--- config.mk ---
export PLATFORM = sky130hd
export DESIGN_NAME = pipo_load_arbiter
export DESIGN_NICKNAME = d
export VERILOG_FILES = /design/src/rtl/pipo_load_arbiter.sv
export SDC_FILE = /design/constraint.sdc
export NUM_CORES = 1
export LEC_CHECK = 0
export ABC_CLOCK_PERIOD_IN_PS = 1500
export BUFFER_PORTS_ARGS = -buffer_cell sky130_fd_sc_hd__clkbuf_2
export CORE_MARGIN = 1.5
export CORE_UTILIZATION = 40
export CTS_BUF_LIST = sky130_fd_sc_hd__clkbuf_8 sky130_fd_sc_hd__clkbuf_16
export DETAILED_ROUTE_END_ITERATION = 10
export GPL_TIMING_DRIVEN = 1
export HOLD_SLACK_MARGIN = 0.15
export PLACE_DENSITY_LB_ADDON = 0.1
export SYNTH_ARGS = -nofsm -noshare
export SYNTH_HDL_FRONTEND = slang
export SYNTH_SLANG_ARGS = --single-unit
export TNS_END_PERCENT = 20
--- constraint.sdc ---
create_clock -name clk -period 1.5 [get_ports clk]
set_input_delay 0.3 -clock clk [delete_from_list [all_inputs] [get_ports clk]]
set_output_delay 0.3 -clock clk [all_outputs]
set_load 0.03 [all_outputs]
--- src/rtl/pipo_load_arbiter.sv ---
`default_nettype none
// ============================================================================
// Module      : pipo_load_arbiter
// Description : Round-robin arbiter that shares one WIDTH-bit PIPO holding
//               register between NREQ requesters. The winner's word is loaded
//               and a one-cycle grant is pulsed back to it. The held word is
//               offered downstream with a valid/ready handshake.
//               Optional macro PIPO_ARB_FIXED_PRIO_EN selects fixed priority
//               (lowest index wins) instead of round-robin.
// Revision    : 1.0 - initial release
// ============================================================================
module pipo_load_arbiter #(
    parameter int NREQ  = 4,
    parameter int WIDTH = 4,
    parameter int SRC_W = $clog2(NREQ)
) (
    input  logic                  clk,
    input  logic                  rst_n,
    input  logic [NREQ-1:0]       req,
    input  logic [NREQ*WIDTH-1:0] req_data,
    output logic [NREQ-1:0]       gnt,
    output logic [WIDTH-1:0]      q,
    output logic                  q_valid,
    input  logic                  q_ready,
    output logic [SRC_W-1:0]      q_src
);

    typedef enum logic [0:0] {
        IDLE = 1'b0,
        HOLD = 1'b1
    } state_t;

    state_t            r_state;
    state_t            w_state_nxt;
    logic [NREQ-1:0]   w_eff;
    logic              w_found;
    logic [SRC_W-1:0]  w_winner;
    logic              w_load;
    logic [WIDTH-1:0]  w_data;

    // Mask the requester granted last cycle so a still-high req is not granted twice
    always_comb begin
        w_eff = req & ~gnt;
    end

`ifdef PIPO_ARB_FIXED_PRIO_EN
    // Fixed priority: lowest-index effective request wins
    always_comb begin
        w_found  = 1'b0;
        w_winner = '0;
        for (int i = NREQ - 1; i >= 0; i--) begin
            if (w_eff[i]) begin
                w_found  = 1'b1;
                w_winner = SRC_W'(i);
            end
        end
    end
`else
    logic [SRC_W-1:0] r_last;

    // Round-robin: first effective request searching from last+1 upward, wrapping
    always_comb begin
        logic [SRC_W-1:0] idx;
        idx      = '0;
        w_found  = 1'b0;
        w_winner = '0;
        for (int k = 1; k <= NREQ; k++) begin
            idx = SRC_W'((int'(r_last) + k) % NREQ);
            if (!w_found && w_eff[idx]) begin
                w_found  = 1'b1;
                w_winner = idx;
            end
        end
    end

    // Pointer starts at NREQ-1 so requester 0 has first priority after reset
    always_ff @(posedge clk or negedge rst_n) begin
        if (!rst_n) begin
            r_last <= SRC_W'(NREQ - 1);
        end else if (w_load) begin
            r_last <= w_winner;
        end
    end
`endif

    // Load when the register is free or being drained this cycle
    always_comb begin
        w_load = ((r_state == IDLE) || q_ready) && w_found;
    end

    // Steer the winner's word onto the load bus
    always_comb begin
        w_data = '0;
        for (int i = 0; i < NREQ; i++) begin
            if (w_winner == SRC_W'(i)) begin
                w_data = req_data[i*WIDTH +: WIDTH];
            end
        end
    end

    // State register
    always_ff @(posedge clk or negedge rst_n) begin
        if (!rst_n) begin
            r_state <= IDLE;
        end else begin
            r_state <= w_state_nxt;
        end
    end

    // Next-state: a load always lands in HOLD; a drain without reload returns to IDLE
    always_comb begin
        w_state_nxt = r_state;
        case (r_state)
            IDLE: begin
                if (w_load) begin
                    w_state_nxt = HOLD;
                end
            end
            HOLD: begin
                if (w_load) begin
                    w_state_nxt = HOLD;
                end else if (q_ready) begin
                    w_state_nxt = IDLE;
                end
            end
            default: w_state_nxt = IDLE;
        endcase
    end

    // Holding register, source tag and grant pulse; q/q_src change only on a load
    always_ff @(posedge clk or negedge rst_n) begin
        if (!rst_n) begin
            q     <= '0;
            q_src <= '0;
            gnt   <= '0;
        end else begin
            gnt <= '0;
            if (w_load) begin
                q     <= w_data;
                q_src <= w_winner;
                gnt   <= NREQ'(1) << w_winner;
            end
        end
    end

    assign q_valid = (r_state == HOLD);

endmodule
`default_nettype wire

==> flow_summary_export.csv, run 1 <==
group,metric,value,unit
route,routedWlPerCell,12.35,um
sta,rsz0062_at_grt,"yes",
clocking,root_buffer,"clkbuf_8",
global_routing,grt_usage,18.73,%
setup_path,crit_chain,"nand2b_4 > a2bb2oi_1 > a21oi_1 > buf_6 > mux2i_1 > o221ai_2",
setup_path,r2r_setup_slack,-0.05,ns
global_routing,grt_max_degree,14,
synth,postSynthCellCount,66,
clocking,clk_pin_slew,0.05,ns
sta,setup_slack,-0.05423,ns
sta,tightest_slew,0.3318,ns
layout,area_delta_synth_final,45.93,%
synth,yosysSeqAreaShare,44.41,%
power_and_ir_drop,ir_worst_vdd,1445,uV
setup_path,crit_type,"register to register",
setup_path,r2r-end,"q[0]$_DFFE_PN0P_",
sta,min_period,1.554,ns
route,drt_iter0_drc,7,
sta,skew,0.003502,ns
setup_path,crit_start,"gnt[1]$_DFF_PN0_",
min_path,holdCritPathClass,"input pin to register",
power_and_ir_drop,power_density,2034,nW/um2
route,dr.pass1.iters,3,
global_routing,grt_pass1_wl,2.753,mm
synth,synthArstFlopShare,100.0,%
setup_path,critPathCapture,"q[0]$_DFFE_PN0P_",
sta,slew_viol_final,0,
setup_path,cp.arrival,1.67,ns
placement,finalWeightedCongestion,0.8178,
clocking,htree_levels,1,
route,wirelength,1.679,mm
floorplan,core_area,1727,um2
power_and_ir_drop,p_leak,0.5404,nW
setup_path,rr_startpoint,"gnt[1]$_DFF_PN0_",
synth,synth_area,738.2,um2
sta,setup_violations,6,
sta,slew_headroom,77.88,%
global_routing,grt_pass1_vias,611,
sta,timing.final.crit_share,103.6,%
global_routing,antenna_found_initial,0,
synth,syn_avg_cell_area,11.18,um2
clocking,clock-sinks,13,
setup_path,timing.critical_path.to_type,"register",
setup_path,cpPeakStageDelay,0.42,ns
placement,place_ws,-0.1472,ns
synth,synthFlopType,"dfrtp_1",
layout,n_antenna_cell,0,
flow_run,cap_violations,0,
setup_path,crit_cells,6,
setup_path,crit_family,"compound AO/OA/AOI/OAI gates",
route,antenna_left,0,
route,drc,0,
setup_path,crit_fanout,10,
floorplan,die_w,45.96,um
sta,timing.fmax,643.4,MHz
outcome,run_status,"complete, but fails checks",
layout,nets,135,
setup_path,critPathBufInv,1,
setup_path,critPathSlowestCell,"dfrtp_2",
layout,utilization,62.39,%
global_routing,gr-total-overflow,0,
outcome,violations,"negative setup slack",
synth,ys_seq_elements,13,
layout,drive_gt1_share,58.56,%
clocking,numCtsBuffers,3,
clocking,cts_max_path_buffers,2,
sta,finalHoldViolCount,0,
synth,yosys_warnings,0,
setup_path,required,1.62,ns
setup_path,worstSetupStartpointType,"register",
floorplan,rows,15,
setup_path,worst-r2r-cell-count,6,
clocking,clock_latency,0.24,ns
synth,synth_cell_type_count,26,
placement,io_buffer_count,33,
min_path,hp-start,"q_ready",
route,viasPerCell,4.897,
synth,synth-edff-count,0,
floorplan,initial_core_util,42.75,%
route,via_count,666,
power_and_ir_drop,finalPower,0.002191,W
floorplan,fp.dieH,45.96,um
clocking,cts_tree,"built",
placement,hpwl,1.282,mm
synth,syn_nets,89,
floorplan,dieArea,2112,um2
floorplan,io_pins,34,
## cell usage in the layout (no fill, tap or decap), drive strengths merged, types with 2 or more instances in the layout
master / n
nor2: 5
clkbuf: 36
mux2i: 8
inv: 2
a21oi: 2
dfrtp: 11
dfstp: 2
nor2b: 3
buf: 9
nand2: 8
o221ai: 4
nand2b: 6
o21a: 4
## metrics by stage
| step | cells | instance area (um2) | hold slack [ns] | TNS, ns |
|---|---|---|---|---|
| 6_report | 136 | 1077 | 0.3531 | -0.2429 |
| 5_1_grt | 136 | 1077 | 0.3736 | -0.8153 |
| 4_1_cts | 136 | 1064 | 0.3563 | -0.2932 |
| 3_5_place_dp | 129 | 987.2 | 0.2159 | -0.7077 |
| 3_3_place_gp | 129 | 987.2 | 0.2197 | -0.3706 |
| 2_1_floorplan | 66 | 753.2 | 0.004409 | -0.05557 |
## tightest hold or removal path, stage by stage
cell      delay [ns]
clkbuf_2        0.07
nand2b_1        0.13
nand2_1         0.06
## registers in the layout (all words and copies together) (netlist names)
signal and count:
q_src 2, q 4, r_last 2, q_valid 1, gnt 4
## worst min path at each step
stage | endpoint | cells past startpoint | slack (ns)
after floorplan | gnt[0]$_DFF_PN0_ | 0 | 0.004
after global placement | q_valid$_DFF_PN0_ | 1 | 0.22
after detailed placement | q_src[1]$_DFFE_PN0P_ | 1 | 0.22
after CTS | q_valid$_DFF_PN0_ | 3 | 0.36
after global routing | q[1]$_DFFE_PN0P_ | 3 | 0.37
final | q_valid$_DFF_PN0_ | 3 | 0.35
## power by group
group	switching, W	internal [W]	total, W
Combinational	0.000695	0.000550	0.00124
Clock	0.000119	0.000180	0.000299
Sequential	0.000120	0.000526	0.000647
Total	0.000935	0.00126	0.00219
## cell usage after synthesis (all sizes together), types with 2 or more instances
| master | n | area (um2) |
|---|---|---|
| dfrtp | 11 | 275.3 |
| mux2i | 8 | 80.08 |
| nand2 | 8 | 40.04 |
| nand2b | 6 | 40.04 |
| nor2 | 5 | 18.77 |
| o21a | 4 | 30.03 |
| o221ai | 4 | 60.06 |
| nor2b | 3 | 18.77 |
| a21oi | 2 | 13.76 |
| buf | 2 | 15.01 |
| dfstp | 2 | 52.55 |
## final cells by class
cell class / count / area, um2
Tap cell: 25 / 31.28
Sequential cell: 13 / 332.8
Multi-Input combinational cell: 50 / 417.9
Fill cell: 164 / 649.4
Clock inverter: 1 / 3.754
Timing Repair Buffer: 43 / 246.5
Inverter: 1 / 3.754
Clock buffer: 3 / 41.29
## cells by family after synthesis
family | Yosys count | synth area share (%)
and+or+nand+nor | 26 | 20.34
AOI/OAI and AO/OA | 16 | 21.86
DFF | 13 | 44.41
muxes | 8 | 10.85
buffers and inverters | 3 | 2.541
## routing by layer
| metal | part of all wire (%) | GRT usage [%] | up-vias | wire length (um) |
|---|---|---|---|---|
| met3 | 4.3 | 4.762 | 2 | 73 |
| met1 | 48 | 26.11 | 315 | 810 |
| met2 | 47 | 28.61 | 17 | 789 |
| li1 | - | - | 332 | - |
| met4 | 0.30 | 5.143 | 0 | 5 |
| met5 | 0 | 0 | - | 0 |
## timing repair
action                                 4_1_cts  5_1_grt
gates cloned                                 0        0
pin swaps                                    7        2
setup endpoints to repair                    6       12
setup buffers                                2        0
gates resized for setup                      1        3
hold buffers                                 1        0
endpoints found under the hold margin       11        0
Note: power is estimated with default switching activity, not from simulation.
==> run 2: changes to the inputs <==
--- a/config.mk
+++ b/config.mk
@@ -7,10 +7,10 @@
 export LEC_CHECK = 0
 export ABC_CLOCK_PERIOD_IN_PS = 1500
 export BUFFER_PORTS_ARGS = -buffer_cell sky130_fd_sc_hd__clkbuf_2
-export CORE_MARGIN = 1.5
 export CORE_UTILIZATION = 40
 export CTS_BUF_LIST = sky130_fd_sc_hd__clkbuf_8 sky130_fd_sc_hd__clkbuf_16
 export DETAILED_ROUTE_END_ITERATION = 10
+export GPL_ROUTABILITY_DRIVEN = 0
 export GPL_TIMING_DRIVEN = 1
 export HOLD_SLACK_MARGIN = 0.15
 export PLACE_DENSITY_LB_ADDON = 0.1
==> run 2 against run 1 <==
Compared with the run above: the run still ends with negative setup slack left; design area down 0.46%; combinational power about the same; worst setup slack better by 0.020 ns; cell count down 0.74%; hold slack worse by 0.0023 ns; sequential power down 2%; non-clock buffer count down 1; clock skew up 0.0036 ns; die area down 4.3%; sequential share of layout area up 0.14 points; routed wire length down 8.9%; core utilization down 0.29 points; critical path type unchanged.
==> flow_summary_export.csv, run 2 (synthesized netlist as in run 1, its figures left out) <==
group,metric,value,unit
global_routing,grt_pass1_wl,2.518,mm
route,antenna_left,0,
setup_path,required,1.62,ns
sta,setup_violations,4,
min_path,holdCritPathClass,"input pin to register",
sta,slew_viol_final,0,
placement,placed_cells,128,
clocking,cts_tree,"built",
power_and_ir_drop,p_leak,0.5318,nW
power_and_ir_drop,power_density,2050,nW/um2
min_path,hp-start,"req_data[13]",
route,via_count,678,
global_routing,antenna_found_initial,0,
sta,slew_headroom,78.68,%
setup_path,r2r_setup_slack,-0.03,ns
outcome,run_status,"complete, but fails checks",
setup_path,critPathBufInv,1,
setup_path,cp.arrival,1.65,ns
floorplan,fp.dieH,44.96,um
placement,io_buffer_count,33,
clocking,cts_max_path_buffers,2,
floorplan,die_w,44.96,um
setup_path,cpPeakStageDelay,0.41,ns
clocking,root_buffer,"clkbuf_8",
clocking,clock-sinks,13,
setup_path,crit_fanout,10,
route,viasPerCell,5.022,
global_routing,grt_pass1_vias,577,
global_routing,grt_max_degree,14,
setup_path,critPathSlowestCell,"dfrtp_2",
global_routing,grt_usage,17.54,%
sta,finalHoldViolCount,0,
sta,tightest_slew,0.3199,ns
clocking,clock_latency,0.24,ns
route,routedWlPerCell,11.33,um
placement,hpwl,1.173,mm
layout,fin_cells,135,
clocking,clk_pin_slew,0.06,ns
flow_run,cap_violations,0,
sta,rsz0062_at_grt,"yes",
clocking,htree_levels,1,
outcome,violations,"negative setup slack",
floorplan,dieArea,2021,um2
floorplan,io_pins,34,
clocking,numCtsBuffers,3,
power_and_ir_drop,ir_worst_vdd,1022,uV
layout,drive_gt1_share,58.18,%
sta,setup_slack,-0.03449,ns
layout,n_antenna_cell,0,
setup_path,crit_type,"register to register",
setup_path,crit_family,"compound AO/OA/AOI/OAI gates",
floorplan,core_area,1727,um2
setup_path,rr_startpoint,"gnt[1]$_DFF_PN0_",
route,wirelength,1.530,mm
route,drc,0,
layout,final_common_cell,"clkbuf_2",
sta,min_period,1.534,ns
setup_path,worstSetupStartpointType,"register",
setup_path,crit_start,"gnt[1]$_DFF_PN0_",
route,dr.pass1.iters,4,
sta,timing.final.crit_share,102.3,%
layout,area_delta_synth_final,45.25,%
layout,reg_top3,"gnt (4), q (4)",
floorplan,initial_core_util,42.75,%
layout,layout_common_cells,"clkbuf_2, mux2i_1, dfrtp_1",
layout,nets,134,
layout,utilization,62.10,%
floorplan,rows,15,
setup_path,crit_chain,"nand2b_4 > a2bb2oi_1 > a21oi_1 > buf_6 > mux2i_1 > o221ai_2",
global_routing,gr-total-overflow,0,
setup_path,timing.critical_path.to_type,"register",
sta,timing.fmax,651.7,MHz
sta,skew,0.007142,ns
route,drt_iter0_drc,9,
==> run 2: timing repair <==
item / in CTS / in global routing
gates resized for setup: 1 / 4
setup buffers: 2 / 0
hold buffers: 1 / 0
endpoints found under the setup margin: 6 / 11
hold endpoints to repair: 11 / 0
pin swaps: 5 / 3
==> run 2: routing by layer <==
layer  GRT usage, %  vias up  wire length, um
li1               -      330                -
met1          22.25      325              703
met2          28.99       21              736
met3          3.600        2               80
met4          7.273        0                9
met5              0        -                0
==> run 2: area by class of cell <==
type | count | area (um2)
repair buffers | 42 | 242.7
well taps | 25 | 31.28
clock inverters | 1 | 3.754
flip-flops and latches | 13 | 332.8
inverters | 1 | 3.754
multi-input cells | 50 | 416.7
clock buffers | 3 | 41.29
fillers | 167 | 654.4
==> run 2: final timing paths <==
check	to	cells after the start
max	q[0]$_DFFE_PN0P_	6
min	q[1]$_DFFE_PN0P_	3
max reg2reg	q[0]$_DFFE_PN0P_	6
min reg2reg	q_src[1]$_DFFE_PN0P_	1
max in group asynchronous	r_last[1]$_DFFE_PN1P_	2
min in group asynchronous	q[3]$_DFFE_PN0P_	2
==> run 2: metrics by stage <==
step | TNS, ns | hold WS (ns) | setup slack [ns] | instance area [um2] | total power, W
detailed placement | -0.3142 | 0.2151 | -0.07758 | 979.7 | 0.001816
global route | -1.021 | 0.3694 | -0.1500 | 1072 | 0.002362
finish | -0.1010 | 0.3508 | -0.03449 | 1072 | 0.002198
CTS | -0.1700 | 0.3555 | -0.03968 | 1056 | 0.002176
global placement | -0.06991 | 0.2147 | -0.02899 | 979.7 | 0.001806
floorplan | -0.05557 | 0.004409 | -0.02147 | 753.2 | 0.001492
==> run 2: where the power goes <==
part	switching [W]	internal [W]	leakage, nW
sequential	0.000108	0.000526	0.150
combinational	0.000694	0.000570	0.355
clock	0.000120	0.000180	0.0269
total	0.000922	0.00128	0.532
==> run 2: tightest hold or removal path, delay by kind of cell <==
| family | cells | cell delay, ns |
|---|---|---|
| mux | 1 | 0.06 |
| buf+inv | 1 | 0.07 |
| compound gates | 1 | 0.12 |
==> run 3: changes to the inputs <==
--- a/config.mk
+++ b/config.mk
@@ -7,6 +7,7 @@
 export LEC_CHECK = 0
 export ABC_CLOCK_PERIOD_IN_PS = 1500
 export BUFFER_PORTS_ARGS = -buffer_cell sky130_fd_sc_hd__clkbuf_2
+export CORE_ASPECT_RATIO = 0.75
 export CORE_UTILIZATION = 40
 export CTS_BUF_LIST = sky130_fd_sc_hd__clkbuf_8 sky130_fd_sc_hd__clkbuf_16
 export DETAILED_ROUTE_END_ITERATION = 10
==> run 3 against run 2 <==
Compared with the run above: the flow still finishes with violations (negative setup slack); cell count increased by 3.0%; clock skew decreased by 0.0063 ns; core utilization increased by 2.9 points; design area increased by 5.5%; critical path depth unchanged; count of clock-buffer cells in the layout unchanged; via count decreased by 2.2%; flip-flop and latch count unchanged; first-iteration DRC count increased by 33%; critical path type unchanged; critical endpoint unchanged; largest cell class unchanged; highest routed layer unchanged.
==> flow_summary_export.csv, run 3 (synthesized netlist as in run 1, its figures left out) <==
group,metric,value,unit
outcome,run_status,"complete, but fails checks",
outcome,violations,"negative setup slack",
setup_path,required,1.61,ns
route,antenna_left,0,
floorplan,rows,13,
route,routedWlPerCell,12.67,um
placement,dpl_cell_area,1028,um2
sta,rsz0062_at_grt,"yes",
global_routing,grt_max_degree,14,
clocking,htree_levels,1,
power_and_ir_drop,power_density,2042,nW/um2
route,drc,0,
setup_path,critPathCapture,"q[0]$_DFFE_PN0P_",
sta,fin_setup_tns,-0.3463,ns
layout,n_antenna_cell,0,
sta,timing.final.crit_share,105.6,%
clocking,cts_max_path_buffers,2,
global_routing,antenna_found_initial,0,
layout,reg_top3,"gnt (4), q (4)",
sta,min_period,1.584,ns
clocking,clk_pin_slew,0.05,ns
layout,area_delta_synth_final,53.22,%
floorplan,io_pins,34,
setup_path,cpPeakStageDelay,0.42,ns
global_routing,use_met1,23.74,%
floorplan,initial_core_util,42.42,%
floorplan,die_w,51.61,um
setup_path,worstSetupStartpointType,"register",
setup_path,rr_startpoint,"gnt[1]$_DFF_PN0_",
sta,timing.fmax,631.1,MHz
global_routing,met2_usage,25.32,%
power_and_ir_drop,ir_worst_vdd,1184,uV
route,drt_iter0_drc,12,
layout,nets,141,
global_routing,grt_pass1_wl,2.332,mm
floorplan,dieArea,2023,um2
global_routing,grt_usage,16.93,%
layout,layout_common_cells,"clkbuf_2, buf_4, dfrtp_1",
sta,setup_violations,6,
clocking,root_buffer,"clkbuf_8",
global_routing,gr-total-overflow,0,
route,dr.pass1.iters,4,
min_path,holdCritPathClass,"input pin to register",
setup_path,timing.critical_path.to_type,"register",
floorplan,fp.dieH,39.21,um
sta,finalHoldViolCount,0,
route,via_count,663,
sta,slew_headroom,79.37,%
setup_path,crit_chain,"nand2b_4 > a2bb2oi_1 > a21oi_2 > buf_4 > mux2i_1 > o221ai_2",
sta,tightest_slew,0.3094,ns
clocking,clock-sinks,13,
clocking,cts_tree,"built",
setup_path,r2r-end,"q[0]$_DFFE_PN0P_",
route,viasPerCell,4.770,
flow_run,cap_violations,0,
global_routing,top_usage_layer,"met2",
global_routing,grt_pass1_vias,542,
sta,slew_viol_final,0,
placement,io_buffer_count,33,
setup_path,crit_start,"gnt[1]$_DFF_PN0_",
sta,skew,0.0008082,ns
floorplan,core_area,1740,um2
clocking,numCtsBuffers,3,
setup_path,critPathSlowestCell,"dfrtp_2",
power_and_ir_drop,p_leak,0.5623,nW
sta,setup_slack,-0.08450,ns
setup_path,cp.arrival,1.70,ns
layout,design_area,1131,um2
setup_path,r2r_setup_slack,-0.08,ns
setup_path,crit_fanout,5,
route,wirelength,1.761,mm
setup_path,worst-r2r-cell-count,6,
layout,drive_gt1_share,64.10,%
global_routing,grtUsageMet3,2.745,%
layout,final_common_cell,"clkbuf_2",
setup_path,crit_type,"register to register",
clocking,clock_latency,0.24,ns
[run 3: cell types whose count changed in the layout (fill, tap and decap cells not counted), sizes merged]
cell  previous run  this run
buf              8        15
[run 3: layer usage]
metal | share of wire [%] | vias up
met4 | 0.62 | 0
met2 | 45 | 17
met5 | 0 | -
met1 | 50 | 300
met3 | 4.3 | 2
li1 | - | 344
[run 3: layout make-up]
class                           count  area, um2
Sequential cell                    13      332.8
Tap cell                           22      27.53
Multi-Input combinational cell     50      430.4
Clock inverter                      1      3.754
Fill cell                         157      609.3
Inverter                            1      3.754
Clock buffer                        3      41.29
Timing Repair Buffer               49      291.5
[run 3: timing repair]
item	in CTS	in global routing
resized for setup	2	8
hold buffers	1	0
setup buffers	1	0
setup endpoints to repair	7	11
endpoints found under the hold margin	11	0
gates cloned	0	1
pin swaps	7	3
[run 3: worst min path at each step]
stage          slack (ns)                end  cells after the start    start
4_1_cts              0.36  q_valid$_DFF_PN0_                      3  q_ready
2_1_floorplan       0.004   gnt[0]$_DFF_PN0_                      0    rst_n
6_report             0.36  q_valid$_DFF_PN0_                      3  q_ready
3_5_place_dp         0.20   q[1]$_DFFE_PN0P_                      1    rst_n
5_1_grt              0.39  q_valid$_DFF_PN0_                      3  q_ready
3_3_place_gp         0.21   q[1]$_DFFE_PN0P_                      1    rst_n
[run 3: where the power goes]
part | total (W) | switching (W) | internal [W]
Combinational | 0.00138 | 0.000744 | 0.000636
Clock | 0.000299 | 0.000119 | 0.000180
Sequential | 0.000630 | 0.000104 | 0.000526
[run 3: through the flow]
stage / hold slack (ns) / utilization, % / cells / worst slack, ns / total power, W
global route: 0.3946 / 64.99 / 139 / -0.1582 / 0.002433
CTS: 0.3588 / 63.34 / 138 / -0.06387 / 0.002228
global placement: 0.2070 / 59.09 / 132 / -0.03801 / 0.001893
finish: 0.3561 / 64.99 / 139 / -0.08450 / 0.002309
floorplan: 0.004409 / - / 66 / -0.02147 / 0.001492
detailed placement: 0.2046 / 59.09 / 132 / -0.06676 / 0.001908
[run 3: worst max-delay path: cells and delay by family (launching register included)]
family                 cells  cell delay (ns)
AO/OA/AOI/OAI              3             0.47
buffers and inverters      1             0.19
flip-flops                 1             0.42
multiplexers               1             0.23
AND/OR/NAND/NOR            1             0.15
